## src/rtl/dcache_ctrl.sv

```systemverilog
// dcache_ctrl: direct-mapped, write-through, no-write-allocate data cache
// controller for the MEM stage. Load hits are served combinationally; load
// misses and every store go to a multi-cycle backing memory over req/ack,
// with stall_o freezing the pipeline while memory is outstanding.
module dcache_ctrl #(
  parameter int LINES = 32
) (
  input  logic        clk_i,
  input  logic        rst_i,
  input  logic        MemRead_i,
  input  logic        MemWrite_i,
  input  logic [31:0] addr_i,
  input  logic [31:0] write_data_i,
  output logic [31:0] data_o,
  output logic        stall_o,
  output logic        mem_req_o,
  output logic        mem_we_o,
  output logic [31:0] mem_addr_o,
  output logic [31:0] mem_wdata_o,
  input  logic [31:0] mem_rdata_i,
  input  logic        mem_ack_i
);

  localparam int IDX_W = $clog2(LINES);
  localparam int TAG_W = 30 - IDX_W;

  typedef enum logic [1:0] {
    IDLE,
    RMISS,
    WRITE
  } state_t;

  state_t state_q;
  state_t next_state;

  logic [LINES-1:0] valid_q;
  logic [TAG_W-1:0] tag_q  [LINES];
  logic [31:0]      data_q [LINES];

  logic [IDX_W-1:0] index;
  logic [TAG_W-1:0] tag;
  logic             hit;
  logic             capture;

  logic [31:0] mem_addr_q;
  logic [31:0] mem_wdata_q;
  logic        mem_we_q;

  // The byte-offset bits never reach the word-organised cache or memory.
  logic unused_byte_offset;
  assign unused_byte_offset = ^addr_i[1:0];

  assign index = addr_i[IDX_W+1:2];
  assign tag   = addr_i[31:IDX_W+2];
  assign hit   = valid_q[index] && (tag_q[index] == tag);

  assign data_o      = hit ? data_q[index] : 32'h0;
  assign mem_req_o   = (state_q != IDLE);
  assign mem_we_o    = mem_we_q;
  assign mem_addr_o  = mem_addr_q;
  assign mem_wdata_o = mem_wdata_q;

  // Request registers load only when leaving IDLE; the pipeline is frozen after that.
  assign capture = (state_q == IDLE) && (next_state != IDLE);

  // State register; reset drops the request immediately since mem_req_o decodes the state.
  always_ff @(posedge clk_i or negedge rst_i) begin
    if (!rst_i) begin
      state_q <= IDLE;
    end else begin
      state_q <= next_state;
    end
  end

  // Next-state and stall: stores win over loads, read hits never leave IDLE.
  always_comb begin
    next_state = state_q;
    stall_o    = 1'b0;
    case (state_q)
      IDLE: begin
        stall_o = (MemRead_i & ~hit) | MemWrite_i;
        if (MemWrite_i) begin
          next_state = WRITE;
        end else if (MemRead_i && !hit) begin
          next_state = RMISS;
        end
      end
      RMISS: begin
        stall_o = 1'b1;
        if (mem_ack_i) begin
          next_state = IDLE;
        end
      end
      WRITE: begin
        stall_o = ~mem_ack_i;
        if (mem_ack_i) begin
          next_state = IDLE;
        end
      end
      default: begin
        next_state = IDLE;
      end
    endcase
  end

  // Backing-memory request registers, held constant for the whole transaction.
  always_ff @(posedge clk_i or negedge rst_i) begin
    if (!rst_i) begin
      mem_addr_q  <= 32'h0;
      mem_wdata_q <= 32'h0;
      mem_we_q    <= 1'b0;
    end else if (capture) begin
      mem_addr_q  <= {addr_i[31:2], 2'b00};
      mem_wdata_q <= write_data_i;
      mem_we_q    <= MemWrite_i;
    end
  end

  // Valid bits: cleared by reset, set when a read miss is filled.
  always_ff @(posedge clk_i or negedge rst_i) begin
    if (!rst_i) begin
      valid_q <= '0;
    end else if ((state_q == RMISS) && mem_ack_i) begin
      valid_q[index] <= 1'b1;
    end
  end

  // Tag/data storage: filled on read-miss ack, updated on store ack only when the store hits.
  always_ff @(posedge clk_i) begin
    if ((state_q == RMISS) && mem_ack_i) begin
      tag_q[index]  <= tag;
      data_q[index] <= mem_rdata_i;
    end else if ((state_q == WRITE) && mem_ack_i && hit) begin
      data_q[index] <= mem_wdata_q;
    end
  end

endmodule

```

## config.mk

```make
export PLATFORM = sky130hd
export DESIGN_NAME = dcache_ctrl
export DESIGN_NICKNAME = d
export VERILOG_FILES = /design/src/rtl/dcache_ctrl.sv
export SDC_FILE = /design/constraint.sdc
export NUM_CORES = 2
export LEC_CHECK = 0
export BUFFER_PORTS_ARGS = -buffer_cell sky130_fd_sc_hd__buf_2
export CAP_MARGIN = 20
export CORE_UTILIZATION = 45
export CTS_CLUSTER_DIAMETER = 50
export DETAILED_ROUTE_END_ITERATION = 8
export PLACE_DENSITY_LB_ADDON = 0.1
export SLEW_MARGIN = 20
export SYNTH_ARGS = -nofsm -noshare
export SYNTH_HDL_FRONTEND = slang
export SYNTH_SLANG_ARGS = --single-unit
export TNS_END_PERCENT = 50
```

## constraint.sdc

```tcl
create_clock -name clk_i -period 4.9 [get_ports clk_i]
set_clock_uncertainty 0.05 [all_clocks]
set_input_delay 0.735 -clock clk_i [delete_from_list [all_inputs] [get_ports clk_i]]
set_output_delay 0.735 -clock clk_i [all_outputs]
set_load 0.02 [all_outputs]
```

==> impl_metrics.env <==
export IMPL_antenna_found_initial=7
export IMPL_cts_buffer_depth=3
export IMPL_io_pins=200
export IMPL_wl_met3_um=13100
export IMPL_yosys_area_top_type_share_pct=72.8
export IMPL_hold_viol=0
export IMPL_setup_viol=0
export IMPL_fin_util_pct=54.7
export IMPL_core_area_um2=166000
export IMPL_synth_largest_area_cell="edfxtp_1"
export IMPL_die_w_um=411
export IMPL_dp_cells=6403
export IMPL_rows=149
export IMPL_grt_pass1_vias=40900
export IMPL_timing_rr_start="tag_q[12][3]"
export IMPL_post_route_drc_count=0
export IMPL_grt_pass1_wl_um=312000
export IMPL_clkTransAtPathRegs_ps=60
export IMPL_worstSetupPathType="in -> out"
export IMPL_relSlewSlack_pct=30.4
export IMPL_avgRoutedWirePerCell_um=32.8
export IMPL_vdd_drop_max_mv=0.403
export IMPL_drv_slew=0
export IMPL_root_buffer="clkbuf_16"
export IMPL_ys_seq_area_share_pct=76.0
export IMPL_fin_crit_ps=4830
export IMPL_regArea_um2=57200
export IMPL_ant_nets=0
export IMPL_cellLeakagePower_nw=31.1
export IMPL_maxCapViolCount=0
export IMPL_multiInputGateArea_um2=17900
export IMPL_yosys_cell_types_count=54
export IMPL_top_layer_used="met4"
export IMPL_critPathRequiredTime_ps=4120
export IMPL_endpoint_kind="primary output"
export IMPL_crit_start="addr_i[5]"
export IMPL_start_util_pct=45.5
export IMPL_fin_cells=6799
export IMPL_cts_buffers=208
export IMPL_syn_area_um2=75300
export IMPL_clock_latency_ps=820
export IMPL_worstHoldPathType="in -> reg"
export IMPL_cts_sinks=1921
export IMPL_power_density_nw_per_um2=434
export IMPL_dp_hpwl_um=131000
export IMPL_io_buffers=195
export IMPL_worstPathMaxFanout=18
export IMPL_die_h_um=411
export IMPL_run_status="finished clean"
export IMPL_grt_ovfl_total=0
export IMPL_synth_area_leaders="edfxtp_1, mux4_2, mux2i_1, dfrtp_1, o22ai_1"
export IMPL_met1Wirelength_um=94800
export IMPL_wirelength_um=223000
export IMPL_synth_edff_count=1824
export IMPL_endpoint="data_o[15]"
export IMPL_place_congestion=0.816
export IMPL_async_flop_share_pct=5.05
export IMPL_synth_common_cells="edfxtp_1, mux2i_1, o22ai_1"
export IMPL_drive_gt1_share_pct=29.6
export IMPL_regToRegSetupSlack_ps=830
export IMPL_r2r_end="data_q[14][7]"
export IMPL_cts_tree="yes"
export IMPL_timing_fmax_mhz=207
export IMPL_period_share_pct=98.6
export IMPL_final_nets=4536
export IMPL_wl_met2_um=111000
export IMPL_grt_total_usage_pct=26.3
export IMPL_h_tree_depth=4
export IMPL_synth_cells=3897
export IMPL_routed_via_density=6.05
export IMPL_vias=41100
export IMPL_synth_most_common_cell="edfxtp_1"
export IMPL_tightest_slew_ps=1040
export IMPL_drt_iter0_drc=4250
export IMPL_ys_ff_latch=1921
export IMPL_syn_to_final_growth_pct=20.2
export IMPL_critPathArrivalTime_ps=4050
export IMPL_synth_flop_cell="edfxtp_1"
export IMPL_start_kind="input pin"
export IMPL_grt_max_degree=128
export IMPL_fillers=12900
export IMPL_reg2reg_depth=11
export IMPL_avgSynthCellArea_um2=19.3
export IMPL_yosys_warnings=0
export IMPL_dieArea_um2=169000
export IMPL_drtPass1Iterations=7
export IMPL_hold_path_startpoint="write_data_i[31]"
-- layer usage --
layer,track usage [%],vias up
met1,36.9,22200
met3,3.53,272
met4,6.50,0
met5,0,-
met2,43.8,1438
li1,-,17300
-- critical path: stages --
cell	delay, ps
clkbuf_4	180
buf_4	180
nand4bb_2	140
buf_8	210
buf_4	190
o22ai_1	130
nor4_1	380
and3b_1	320
o211ai_1	110
nor4_1	340
and3_2	290
nand2_2	90
buf_12	180
buf_4	200
nor2_1	130
buf_2	180
-- cell families (layout without fill, tap and decap cells) --
kind of cell	Yosys count	in the layout	share of synthesized area (%)
buffers and inverters	270	980	1.69
other	1	4	0.00498
adder cells (fa/ha/maj)	4	4	0.0665
XOR/XNOR	2	2	0.0233
flip-flops	1921	1921	76.0
AND/OR/NAND/NOR	509	509	3.70
AO/OA/AOI/OAI	494	494	4.82
multiplexers	696	696	13.7
-- metrics by stage --
step | TNS (ps) | hold slack, ps | power, mW | area, um^2 | setup slack [ps]
final | 0 | 119 | 39.3 | 90500 | 66.6
after global routing | -68.5 | 106 | 40.5 | 90500 | -29.2
after CTS | 0 | 70.9 | 39.5 | 90100 | 2.15
after detailed placement | -467270 | 397 | 24.6 | 83400 | -339
after global placement | -299320 | 394 | 24.4 | 83300 | -255
after floorplan | -206390 | 384 | 22.3 | 75500 | -906
-- cell usage in the layout (no fill, tap or decap), types with 7 or more instances in the layout --
| cell type | instances |
|---|---|
| nor3_4 | 30 |
| o22ai_2 | 11 |
| nor4_2 | 27 |
| clkbuf_1 | 48 |
| nand4_1 | 7 |
| or4_1 | 34 |
| nand2_1 | 134 |
| edfxtp_1 | 1824 |
| buf_2 | 189 |
| inv_1 | 14 |
| bufinv_16 | 10 |
| a21oi_1 | 16 |
| buf_4 | 208 |
| nor2_4 | 33 |
| inv_6 | 12 |
| and3_1 | 15 |
| o211ai_2 | 60 |
| o2111ai_1 | 62 |
| clkinvlp_4 | 8 |
| mux2i_1 | 400 |
| and2_1 | 62 |
| clkinv_2 | 27 |
| mux4_2 | 264 |
| buf_6 | 10 |
| buf_12 | 157 |
| mux2_1 | 30 |
| clkbuf_16 | 220 |
| or2_2 | 34 |
| nand3_1 | 12 |
| nor4_1 | 30 |
| o22ai_1 | 322 |
| dfrtp_1 | 97 |
| nor2_1 | 42 |
| clkinv_1 | 52 |
-- timing repair --
action,CTS,global route
gates cloned,0,2
buffers inserted,0,4
hold buffers,1,0
endpoints found under the setup margin,33,28
gates resized for setup,20,53
endpoints found under the hold margin,40,0
pin swaps,0,12
-- state kept, by name, indices dropped and copies added, names as in the netlist --
name         cells
data_q        1024
tag_q          800
mem_wdata_o     32
valid_q         32
mem_addr_o      30
state_q          2
mem_we_o         1
-- worst min-delay path by stage --
stage	depth (start not counted)	endpoint
after global routing	3	mem_wdata_o[17]
final	3	mem_wdata_o[31]
after floorplan	1	valid_q[10]
after detailed placement	1	valid_q[31]
after CTS	3	mem_wdata_o[17]
after global placement	1	valid_q[22]
-- where the power goes --
part	leakage, nW	switching [mW]	internal, mW
logic	10.3	3.43	2.04
registers	17.6	0.351	18.4
clock network	3.19	6.37	8.68
-- area by class of cell --
class	instances	share of cell area, %
antenna	2	0.00553
multi-input combinational	1707	19.7
tap	2189	3.03
clock buffer	269	6.27
timing repair buffer	579	6.70
clock inverter	118	0.980
inverter	14	0.0581
sequential	1921	63.2
Power figures use the tool's default switching activity.
